`config.mk`:
```
export PLATFORM = sky130hd
export DESIGN_NAME = ex_stage_unit_flat
export DESIGN_NICKNAME = d
export VERILOG_FILES = /design/src/rtl/ex_stage_unit_if.sv /design/src/rtl/ex_stage_unit.sv /design/src/flat_wrapper.sv
export SDC_FILE = /design/constraint.sdc
export NUM_CORES = 1
export LEC_CHECK = 0
export CAP_MARGIN = 20
export CORE_UTILIZATION = 30
export CTS_BUF_LIST = sky130_fd_sc_hd__clkbuf_4
export CTS_CLUSTER_SIZE = 20
export DETAILED_ROUTE_END_ITERATION = 10
export PLACE_DENSITY = 0.54
export SLEW_MARGIN = 20
export SYNTH_ARGS = -nofsm -noshare
export SYNTH_HDL_FRONTEND = slang
export SYNTH_SLANG_ARGS = --single-unit
```
`constraint.sdc`:
```
create_clock -name clk -period 11.3 [get_ports clk]
set_clock_uncertainty 0.05 [all_clocks]
set_input_delay 1.13 -clock clk [delete_from_list [all_inputs] [get_ports clk]]
set_output_delay 1.13 -clock clk [all_outputs]
set_load 0.02 [all_outputs]
```
`src/rtl/ex_stage_unit_if.sv`:
```
// Purpose: bundles the ID/EX inputs, forwarding sources and EX/MEM outputs of the EX stage.
// Latency: none, wiring only.
// Backpressure: Stall travels back to the upstream stages through this bundle.
interface ex_stage_unit_if #(
  parameter int DATA_W = 32
);
  // ID/EX pipeline fields
  logic [1:0]        WBIn;
  logic [1:0]        MIn;
  logic [4:0]        EXIn;
  logic [DATA_W-1:0] ReadData1In;
  logic [DATA_W-1:0] ReadData2In;
  logic [DATA_W-1:0] LdAddrIn;
  logic [4:0]        RsIn;
  logic [4:0]        RtIn;
  logic [4:0]        RdIn;
  // Forwarding sources from later stages
  logic              ExMemRegWrite;
  logic [4:0]        ExMemRd;
  logic [DATA_W-1:0] ExMemResult;
  logic              MemWbRegWrite;
  logic [4:0]        MemWbRd;
  logic [DATA_W-1:0] MemWbResult;
  // Hazard output and EX/MEM pipeline fields
  logic              Stall;
  logic [1:0]        WBOut;
  logic [1:0]        MOut;
  logic [DATA_W-1:0] AluResultOut;
  logic [DATA_W-1:0] WriteDataOut;
  logic [4:0]        DstRegOut;
  logic              ZeroOut;

  modport master (
    output WBIn, MIn, EXIn, ReadData1In, ReadData2In, LdAddrIn, RsIn, RtIn, RdIn,
    output ExMemRegWrite, ExMemRd, ExMemResult, MemWbRegWrite, MemWbRd, MemWbResult,
    input  Stall, WBOut, MOut, AluResultOut, WriteDataOut, DstRegOut, ZeroOut
  );

  modport slave (
    input  WBIn, MIn, EXIn, ReadData1In, ReadData2In, LdAddrIn, RsIn, RtIn, RdIn,
    input  ExMemRegWrite, ExMemRd, ExMemResult, MemWbRegWrite, MemWbRd, MemWbResult,
    output Stall, WBOut, MOut, AluResultOut, WriteDataOut, DstRegOut, ZeroOut
  );
endinterface

```
`src/rtl/ex_stage_unit.sv`:
```
// Purpose: EX stage with operand forwarding, ALU and an iterative shift-add multiplier.
// Latency: 1 cycle for single-cycle ops; a multiply lands DATA_W/MUL_STEP + 1 edges after entry.
// Backpressure: combinational Stall freezes PC, IF/ID and ID/EX for DATA_W/MUL_STEP cycles per multiply.
module ex_stage_unit #(
  parameter int DATA_W   = 32,
  parameter int MUL_STEP = 1
) (
  input logic          clk,
  input logic          rst,
  ex_stage_unit_if.slave bus
);

  localparam int N     = DATA_W / MUL_STEP;
  localparam int CNT_W = (N > 1) ? $clog2(N) : 1;
  localparam logic [CNT_W-1:0] LAST_CNT = CNT_W'(N - 1);

  localparam logic [2:0] OP_ADD  = 3'b000;
  localparam logic [2:0] OP_SUB  = 3'b001;
  localparam logic [2:0] OP_AND  = 3'b010;
  localparam logic [2:0] OP_OR   = 3'b011;
  localparam logic [2:0] OP_SLT  = 3'b100;
  localparam logic [2:0] OP_MUL  = 3'b101;
  localparam logic [2:0] OP_NOR  = 3'b110;
  localparam logic [2:0] OP_PASS = 3'b111;

  typedef enum logic {IDLE, MUL_RUN} state_t;

  state_t            state;
  state_t            stateNext;
  logic [CNT_W-1:0]  count;

  logic              regDst;
  logic              aluSrc;
  logic [2:0]        aluOp;
  logic [4:0]        dstReg;

  logic [DATA_W-1:0] fwdA;
  logic [DATA_W-1:0] fwdB;
  logic [DATA_W-1:0] aluB;
  logic [DATA_W-1:0] aluRes;

  // Multiplier working registers: multiplicand shifts left, multiplier shifts right
  logic [DATA_W-1:0] mulCand;
  logic [DATA_W-1:0] mulPlier;
  logic [DATA_W-1:0] mulAcc;
  logic [DATA_W-1:0] accNext;
  logic [DATA_W-1:0] storeHold;

  logic              startMul;
  logic              lastStep;

  assign regDst = bus.EXIn[4];
  assign aluSrc = bus.EXIn[3];
  assign aluOp  = bus.EXIn[2:0];
  assign dstReg = regDst ? bus.RdIn : bus.RtIn;

  // Forwarding muxes: the younger EX/MEM result wins over MEM/WB; register 0 never forwards
  always_comb begin
    fwdA = bus.ReadData1In;
    if (bus.ExMemRegWrite && (bus.ExMemRd != 5'd0) && (bus.ExMemRd == bus.RsIn)) begin
      fwdA = bus.ExMemResult;
    end else if (bus.MemWbRegWrite && (bus.MemWbRd != 5'd0) && (bus.MemWbRd == bus.RsIn)) begin
      fwdA = bus.MemWbResult;
    end
    fwdB = bus.ReadData2In;
    if (bus.ExMemRegWrite && (bus.ExMemRd != 5'd0) && (bus.ExMemRd == bus.RtIn)) begin
      fwdB = bus.ExMemResult;
    end else if (bus.MemWbRegWrite && (bus.MemWbRd != 5'd0) && (bus.MemWbRd == bus.RtIn)) begin
      fwdB = bus.MemWbResult;
    end
    aluB = aluSrc ? bus.LdAddrIn : fwdB;
  end

  // Single-cycle ALU; the mul encoding is handled by the iterative datapath
  always_comb begin
    aluRes = '0;
    case (aluOp)
      OP_ADD:  aluRes = fwdA + aluB;
      OP_SUB:  aluRes = fwdA - aluB;
      OP_AND:  aluRes = fwdA & aluB;
      OP_OR:   aluRes = fwdA | aluB;
      OP_SLT:  aluRes = ($signed(fwdA) < $signed(aluB)) ? DATA_W'(1) : '0;
      OP_NOR:  aluRes = ~(fwdA | aluB);
      OP_PASS: aluRes = aluB;
      default: aluRes = '0;
    endcase
  end

  // One shift-add step: accumulate the multiplicand for each of the low MUL_STEP multiplier bits
  always_comb begin
    accNext = mulAcc;
    for (int i = 0; i < MUL_STEP; i++) begin
      if (mulPlier[i]) begin
        accNext = accNext + (mulCand << i);
      end
    end
  end

  // Next-state and stall decode; reset overrides everything so Stall is low while rst is high
  always_comb begin
    stateNext = state;
    bus.Stall = 1'b0;
    startMul  = 1'b0;
    lastStep  = 1'b0;
    case (state)
      IDLE: begin
        if (aluOp == OP_MUL) begin
          stateNext = MUL_RUN;
          bus.Stall = 1'b1;
          startMul  = 1'b1;
        end
      end
      MUL_RUN: begin
        if (count == LAST_CNT) begin
          stateNext = IDLE;
          lastStep  = 1'b1;
        end else begin
          bus.Stall = 1'b1;
        end
      end
      default: stateNext = IDLE;
    endcase
    if (rst) begin
      stateNext = IDLE;
      bus.Stall = 1'b0;
      startMul  = 1'b0;
      lastStep  = 1'b0;
    end
  end

  // State register
  always_ff @(posedge clk) begin
    if (rst) begin
      state <= IDLE;
    end else begin
      state <= stateNext;
    end
  end

  // Multiplier datapath: operands are latched on entry so forwarding changes cannot disturb them
  always_ff @(posedge clk) begin
    if (rst) begin
      count     <= '0;
      mulCand   <= '0;
      mulPlier  <= '0;
      mulAcc    <= '0;
      storeHold <= '0;
    end else if (startMul) begin
      count     <= '0;
      mulCand   <= fwdA;
      mulPlier  <= aluB;
      mulAcc    <= '0;
      storeHold <= fwdB;
    end else if (state == MUL_RUN) begin
      count    <= count + 1'b1;
      mulCand  <= mulCand << MUL_STEP;
      mulPlier <= mulPlier >> MUL_STEP;
      mulAcc   <= accNext;
    end
  end

  // EX/MEM register: product on the final step, bubbles while multiplying, ALU result otherwise
  always_ff @(posedge clk) begin
    if (rst) begin
      bus.WBOut        <= '0;
      bus.MOut         <= '0;
      bus.AluResultOut <= '0;
      bus.WriteDataOut <= '0;
      bus.DstRegOut    <= '0;
      bus.ZeroOut      <= 1'b0;
    end else if (lastStep) begin
      bus.WBOut        <= bus.WBIn;
      bus.MOut         <= bus.MIn;
      bus.AluResultOut <= accNext;
      bus.WriteDataOut <= storeHold;
      bus.DstRegOut    <= dstReg;
      bus.ZeroOut      <= (accNext == '0);
    end else if (startMul || (state == MUL_RUN)) begin
      bus.WBOut        <= '0;
      bus.MOut         <= '0;
      bus.AluResultOut <= '0;
      bus.WriteDataOut <= '0;
      bus.DstRegOut    <= '0;
      bus.ZeroOut      <= 1'b0;
    end else begin
      bus.WBOut        <= bus.WBIn;
      bus.MOut         <= bus.MIn;
      bus.AluResultOut <= aluRes;
      bus.WriteDataOut <= fwdB;
      bus.DstRegOut    <= dstReg;
      bus.ZeroOut      <= (aluRes == '0);
    end
  end

endmodule

```
`src/flat_wrapper.sv`:
```
// flat-port wrapper written by rule: the top's interface ports become plain ports
module ex_stage_unit_flat 
#(
  parameter int DATA_W   = 32,
  parameter int MUL_STEP = 1
)
  (clk, rst, bus_WBIn, bus_MIn, bus_EXIn, bus_ReadData1In, bus_ReadData2In, bus_LdAddrIn, bus_RsIn, bus_RtIn, bus_RdIn, bus_ExMemRegWrite, bus_ExMemRd, bus_ExMemResult, bus_MemWbRegWrite, bus_MemWbRd, bus_MemWbResult, bus_Stall, bus_WBOut, bus_MOut, bus_AluResultOut, bus_WriteDataOut, bus_DstRegOut, bus_ZeroOut);
  ex_stage_unit_if #(.DATA_W(DATA_W)) bus_i ();
  input logic clk;
  input logic rst;
  input wire logic [$bits(bus_i.WBIn)-1:0] bus_WBIn;
  input wire logic [$bits(bus_i.MIn)-1:0] bus_MIn;
  input wire logic [$bits(bus_i.EXIn)-1:0] bus_EXIn;
  input wire logic [$bits(bus_i.ReadData1In)-1:0] bus_ReadData1In;
  input wire logic [$bits(bus_i.ReadData2In)-1:0] bus_ReadData2In;
  input wire logic [$bits(bus_i.LdAddrIn)-1:0] bus_LdAddrIn;
  input wire logic [$bits(bus_i.RsIn)-1:0] bus_RsIn;
  input wire logic [$bits(bus_i.RtIn)-1:0] bus_RtIn;
  input wire logic [$bits(bus_i.RdIn)-1:0] bus_RdIn;
  input wire logic [$bits(bus_i.ExMemRegWrite)-1:0] bus_ExMemRegWrite;
  input wire logic [$bits(bus_i.ExMemRd)-1:0] bus_ExMemRd;
  input wire logic [$bits(bus_i.ExMemResult)-1:0] bus_ExMemResult;
  input wire logic [$bits(bus_i.MemWbRegWrite)-1:0] bus_MemWbRegWrite;
  input wire logic [$bits(bus_i.MemWbRd)-1:0] bus_MemWbRd;
  input wire logic [$bits(bus_i.MemWbResult)-1:0] bus_MemWbResult;
  output wire logic [$bits(bus_i.Stall)-1:0] bus_Stall;
  output wire logic [$bits(bus_i.WBOut)-1:0] bus_WBOut;
  output wire logic [$bits(bus_i.MOut)-1:0] bus_MOut;
  output wire logic [$bits(bus_i.AluResultOut)-1:0] bus_AluResultOut;
  output wire logic [$bits(bus_i.WriteDataOut)-1:0] bus_WriteDataOut;
  output wire logic [$bits(bus_i.DstRegOut)-1:0] bus_DstRegOut;
  output wire logic [$bits(bus_i.ZeroOut)-1:0] bus_ZeroOut;
  assign bus_i.WBIn = bus_WBIn;
  assign bus_i.MIn = bus_MIn;
  assign bus_i.EXIn = bus_EXIn;
  assign bus_i.ReadData1In = bus_ReadData1In;
  assign bus_i.ReadData2In = bus_ReadData2In;
  assign bus_i.LdAddrIn = bus_LdAddrIn;
  assign bus_i.RsIn = bus_RsIn;
  assign bus_i.RtIn = bus_RtIn;
  assign bus_i.RdIn = bus_RdIn;
  assign bus_i.ExMemRegWrite = bus_ExMemRegWrite;
  assign bus_i.ExMemRd = bus_ExMemRd;
  assign bus_i.ExMemResult = bus_ExMemResult;
  assign bus_i.MemWbRegWrite = bus_MemWbRegWrite;
  assign bus_i.MemWbRd = bus_MemWbRd;
  assign bus_i.MemWbResult = bus_MemWbResult;
  assign bus_Stall = bus_i.Stall;
  assign bus_WBOut = bus_i.WBOut;
  assign bus_MOut = bus_i.MOut;
  assign bus_AluResultOut = bus_i.AluResultOut;
  assign bus_WriteDataOut = bus_i.WriteDataOut;
  assign bus_DstRegOut = bus_i.DstRegOut;
  assign bus_ZeroOut = bus_i.ZeroOut;
  ex_stage_unit #(.DATA_W(DATA_W), .MUL_STEP(MUL_STEP)) u_core (.clk(clk), .rst(rst), .bus(bus_i));
endmodule
```
==> results of run 1 <==
-- critical path: cells and delay by family --
kind / cells / cell delay, ns
simple gates: 7 / 3.16
xor+xnor: 2 / 0.43
buf+inv: 2 / 0.74
fa+ha+maj: 1 / 0.38
compound gates: 7 / 2.35
mux: 1 / 0.32
-- kinds of logic after synthesis --
kind of cell	synth area share (%)
DFF	23.83
xor gates and xnor gates	3.609
and+or+nand+nor	20.04
muxes	5.700
buffers and inverters	6.144
adders and majority gates	10.80
AOI/OAI and AO/OA	29.87
-- cell usage in the layout, fill, tap and decap left out, types with 54 or more instances in the layout --
master,synthesis,final
clkdlybuf4s50_1,0,268
inv_1,107,107
nor2_1,267,265
o21ai_0,195,195
a211oi_1,82,82
mux2i_1,92,92
nand3_1,55,55
dfxtp_1,208,207
ha_1,146,146
nand2_1,278,277
clkbuf_4,0,92
buf_4,0,54
a21oi_1,224,224
-- routing by layer --
metal  track usage (%)  wire (µm)  vias up
met1             33.05      34990     9163
met5                 0          0        -
met2             45.12      38680      631
met4             12.08       3352        0
met3             3.635       3541      166
li1                  -          -     9143
-- flip-flops by register name, indices dropped and copies added, names as in the netlist, 2 cells and up --
| register | flops |
|---|---|
| u_core.mulCand | 32 |
| u_core.bus.MOut | 2 |
| u_core.bus.WBOut | 2 |
| u_core.bus.DstRegOut | 5 |
| u_core.mulAcc | 32 |
| u_core.bus.WriteDataOut | 32 |
| u_core.storeHold | 32 |
| u_core.count | 5 |
| u_core.bus.AluResultOut | 32 |
| u_core.mulPlier | 32 |
-- worst max-delay path by stage --
| stage | from | endpoint | cells after the start |
|---|---|---|---|
| floorplan | bus_MemWbRd[2] | u_core.bus.ZeroOut | 21 |
| global placement | bus_RtIn[2] | u_core.bus.ZeroOut | 19 |
| detailed placement | bus_RtIn[2] | u_core.bus.ZeroOut | 19 |
| CTS | bus_RtIn[2] | u_core.bus.ZeroOut | 20 |
| global route | bus_RtIn[2] | u_core.bus.ZeroOut | 20 |
| finish | bus_RtIn[2] | u_core.bus.ZeroOut | 20 |
-- final cells by class --
class,count,area [µm²]
repair buffers,327,3128
multi-input cells,1912,12270
inverters,108,405.4
fillers,6120,35760
clock buffers,92,690.7
diodes,11,27.53
well taps,765,957.2
flip-flops and latches,208,4168
clock inverters,24,172.7
-- where the power goes --
| part | switching (W) | total (W) | leakage, nW | internal (W) |
|---|---|---|---|---|
| registers | 0.0000253 | 0.000801 | 1.70 | 0.000776 |
| clock network | 0.000370 | 0.000795 | 0.505 | 0.000426 |
| logic | 0.000549 | 0.000887 | 6.25 | 0.000339 |
-- per-stage QoR --
step / hold slack, ns / setup slack [ns]
floorplan: 0.3749 / 5.391
global placement: 0.3840 / 3.204
detailed placement: 0.3963 / 2.894
CTS: 0.3386 / 3.768
global route: 0.3532 / 3.206
finish: 0.3483 / 3.453
==> results_dict.tcl, run 1 <==
set metrics [dict create \
    power.total_w 0.002483 \
    crit_path_frequent_cell "nand4_1" \
    clk_path_buf_depth 3 \
    ios 273 \
    synth_top_area_share_pct 23.83 \
    critPathKind "in -> reg" \
    grt_pass1_wl_um 118700 \
    wire_per_inst_um 23.37 \
    cts_resized 0 \
    areaGrowthSynthToFinish_pct 24.88 \
    tightest_slew_ns 1.130 \
    crit_chain "clkdlybuf4s50_1 -> xnor2_1 -> nand4_1 -> nor2_1 -> a21oi_1 -> a21oi_1 -> mux2i_1 -> inv_1 -> ha_1 -> nor2b_1 -> or4_1 -> o211a_1 -> o311ai_2 -> o21ai_0 -> xnor2_1 -> a222oi_1 -> nand4_1 -> nor4_1 -> nand4_1 -> o31ai_1" \
    rsz0062_at_grt "false" \
    rows 88 \
    startpoint_type "primary input" \
    grt_pass1_vias 18620 \
    crit_arrival_ns 8.53 \
    detail-route-antenna-nets 0 \
    dominantRegCellSynth "dfxtp_1" \
    ys_ff_latch 208 \
    dieArea_um2 59210 \
    cp-end-kind "flop" \
    synth_top_area_cell "dfxtp_1" \
    power_density_nw_per_um2 113.8 \
    port-buffer-count 272 \
    vias 19103 \
    critical-path-max-stage-delay_ns 0.93 \
    drive_gt1_share_pct 8.162 \
    min_period_ns 7.847 \
    peakVddDrop_v 0.00005724 \
    slew_headroom_pct 23.89 \
    reg2regPathDepth 14 \
    dr.pass1.iters 6 \
    dpl.hpwl_um 63150 \
    synthTopCellsByCount "nand2_1, nor2_1, a21oi_1" \
    synth_enable_flop_cells 0 \
    synth_cell_type_count 88 \
    cp_max_fo 16 \
    min-delay-start "u_core.storeHold[23]" \
    setup_tns_ns 0 \
    cts_root_buf "clkbuf_4" \
    synth-async-reset-ratio_pct 0 \
    vias_per_cell 5.542 \
    cts_sinks 208 \
    final_cells 3447 \
    start_util_pct 30.34 \
    design_area_um2 21820 \
    fp.dieW_um 243.3 \
    die_h_um 243.3 \
    antenna_found_initial 8 \
    finalWirelength_um 80560 \
    r2r_end "u_core.bus.ZeroOut" \
    post_cts_buffers 0 \
    worstPathRequired_ns 11.99 \
    hold_class "reg -> reg" \
    yosys-top-cells-area "dfxtp_1, ha_1, a21oi_1" \
    ys_seq_area_share_pct 23.83 \
    grt_max_degree 163 \
    place_inst 3320 \
    htree_levels 3 \
    fin_nets 2971 \
    hold_viol 0 \
    syn_area_um2 17470 \
    fmax_mhz 127.4 \
    clock_latency_ns 0.80 \
    synthMostInstantiatedCell "nand2_1" \
    timing.final.max_slew_violations 0 \
    worstHoldEndpoint "u_core.bus.WriteDataOut[23]" \
    ctsHoldBuffers 0 \
    clk_pin_slew_worst_paths_ns 0.07 \
    fin_util_pct 37.89 \
    leakage_nw 8.454 \
    status "finished, final reports clean" \
    hold_path_depth 2 \
    yosys_warnings 0 \
    drc 0 \
    r2r-start "u_core.mulCand[0]" \
    synth_area_per_cell_um2 7.302 \
    finalCritPeriodShare_pct 69.44 \
    globalplace.congestion 0.9765 \
    cts_buffers 67 \
    tritoncts "built" \
    track_usage_pct 26.52 \
    core_region_area_um2 57590 \
    setup_violations 0 \
    grt.overflow.total 0 \
    placed_cell_area_um2 20930 \
    dr.first_iter.drc_count 1470 \
    netlist_instances 2393 \
    r2r_slack_ns 7.28 \
    maxCapViolations 0 \
    critPathSlowestCell "nor2_1" \
    synth_nets 2740 \
]
No activity file was read; power rests on OpenSTA's default activity.
==> inputs of run 2 (changes only) <==
--- a/config.mk
+++ b/config.mk
@@ -10,7 +10,7 @@
 export CTS_BUF_LIST = sky130_fd_sc_hd__clkbuf_4
 export CTS_CLUSTER_SIZE = 20
 export DETAILED_ROUTE_END_ITERATION = 10
-export PLACE_DENSITY = 0.54
+export PLACE_DENSITY = 0.55
 export SLEW_MARGIN = 20
 export SYNTH_ARGS = -nofsm -noshare
 export SYNTH_HDL_FRONTEND = slang
==> constraint.sdc (replaced) <==
create_clock -name clk -period 7 [get_ports clk]
set_clock_uncertainty 0.05 [all_clocks]
set_input_delay 0.7 -clock clk [delete_from_list [all_inputs] [get_ports clk]]
set_output_delay 0.7 -clock clk [all_outputs]
set_load 0.02 [all_outputs]
==> run 2 against run 1 <==
Final area rose by 1.9%; via count rose by 2.3%; worst hold slack got worse by 0.14 ns; routed wire length rose by 2.4%; global-route usage rose by 0.79 points; register-to-register slack got worse by 4.3 ns; critical path type unchanged.
==> results_dict.tcl, run 2 (synthesized netlist as in run 1, its figures left out) <==
set metrics [dict create \
    final_cells 3502 \
    worstHoldEndpoint "u_core.mulCand[18]" \
    globalplace.congestion 0.9877 \
    holdWs_ns 0.2056 \
    final_common_cell "nand2_1" \
    r2r-start "u_core.mulCand[0]" \
    dpl.hpwl_um 65440 \
    clk_pin_slew_worst_paths_ns 0.06 \
    detail-route-antenna-nets 0 \
    clock_latency_ns 0.83 \
    hold_class "in -> reg" \
    power_density_nw_per_um2 182.8 \
    clk_path_buf_depth 3 \
    critPathKind "in -> reg" \
    rsz0062_at_grt "false" \
    hold_path_depth 2 \
    place_inst 3379 \
    design_area_um2 22240 \
    track_usage_pct 27.32 \
    grt.overflow.total 0 \
    timing.final.max_slew_violations 0 \
    multiInputGateArea_um2 12270 \
    setup_violations 0 \
    final_cell_mix "nand2_1, clkdlybuf4s50_1, nor2_1" \
    die_h_um 243.3 \
    finalCritPeriodShare_pct 94.08 \
    worstPathRequired_ns 7.68 \
    drc 0 \
    post_cts_buffers 0 \
    grt_pass1_wl_um 121600 \
    cp_max_fo 13 \
    cp-end-kind "flop" \
    min_period_ns 6.586 \
    min-delay-start "rst" \
    cts_buffers 67 \
    dr.first_iter.drc_count 1713 \
    dr.pass1.iters 6 \
    ctsHoldBuffers 0 \
    antenna_found_initial 5 \
    wire_per_inst_um 23.57 \
    fp.dieW_um 243.3 \
    vias 19542 \
    cts_sinks 208 \
    hold_viol 0 \
    crit_arrival_ns 7.27 \
    startpoint_type "primary input" \
    finalWirelength_um 82530 \
    cts_root_buf "clkbuf_4" \
    r2r_end "u_core.bus.ZeroOut" \
    dieArea_um2 59210 \
    core_region_area_um2 57590 \
    seq_area_um2 4168 \
    rows 88 \
    start_util_pct 30.34 \
    fmax_mhz 151.8 \
    slew_headroom_pct 21.60 \
    status "finished, final reports clean" \
    fin_util_pct 38.62 \
    placed_cell_area_um2 21370 \
    maxCapViolations 0 \
    areaGrowthSynthToFinish_pct 27.28 \
    ios 273 \
    drive_gt1_share_pct 10.01 \
    r2r_slack_ns 2.94 \
    tightest_slew_ns 1.172 \
    grt_max_degree 79 \
    cts_resized 0 \
    peakVddDrop_v 0.0001013 \
    grt_pass1_vias 18957 \
    fin_nets 3030 \
    fillers 6075 \
    htree_levels 3 \
    tritoncts "built" \
    leakage_nw 8.723 \
    vias_per_cell 5.580 \
    reg2regPathDepth 14 \
    port-buffer-count 272 \
]
## run 2: per-stage QoR
step | setup TNS, ns | power [W] | setup slack (ns)
finish | 0 | 0.004064 | 0.4145
global route | 0 | 0.004296 | 0.1271
CTS | 0 | 0.004086 | 0.5835
detailed placement | -0.2737 | 0.002784 | -0.2737
global placement | -0.3193 | 0.002789 | -0.3193
floorplan | 0 | 0.002155 | 1.521
## run 2: worst max-delay path by stage
stage,from,endpoint,slack [ns],cells after the start
final,bus_RtIn[2],u_core.bus.ZeroOut,0.41,21
after floorplan,bus_MemWbRd[2],u_core.bus.ZeroOut,1.52,21
after global routing,bus_RtIn[2],u_core.bus.ZeroOut,0.13,21
after CTS,bus_ExMemRd[2],u_core.bus.ZeroOut,0.58,21
after detailed placement,bus_ExMemRd[2],u_core.bus.ZeroOut,-0.27,21
after global placement,bus_ExMemRd[2],u_core.bus.ZeroOut,-0.32,21
## run 2: power breakdown
group	switching (W)	internal [W]	leakage, nW
combinational	0.000912	0.000585	6.53
sequential	0.0000381	0.00125	1.70
clock	0.000601	0.000677	0.493
total	0.00155	0.00251	8.72
## run 2: area by class of cell
type	instances	share of cell area, %
antenna	9	0.1013
clock buffer	91	3.072
clock inverter	23	0.7089
inverter	108	1.823
multi-input combinational	1912	55.19
sequential	208	18.74
tap	765	4.304
timing repair buffer	386	16.06
## run 2: worst max-delay path, cell delays in order
cell	delay (ns)
clkdlybuf4s50_1	0.53
xor2_1	0.22
or4b_1	0.76
nor2_1	0.37
buf_4	0.29
nand2_1	0.08
a31oi_1	0.31
mux2i_1	0.32
inv_1	0.13
ha_1	0.33
or2_2	0.36
nor3_1	0.29
and2_1	0.19
o211ai_1	0.15
a21oi_1	0.41
a41oi_1	0.45
a41o_1	0.52
a2111o_1	0.40
nor4_1	0.21
nand4_1	0.14
o31ai_1	0.09
## run 2: metal layers
metal  GRT usage (%)  vias to the layer above  routed length, µm
met1           34.00                     9395              35140
met4           14.08                        0               4039
met3           4.560                      193               4502
met2           45.16                      696              38840
li1                -                     9258                  -
met5               0                        -                  0
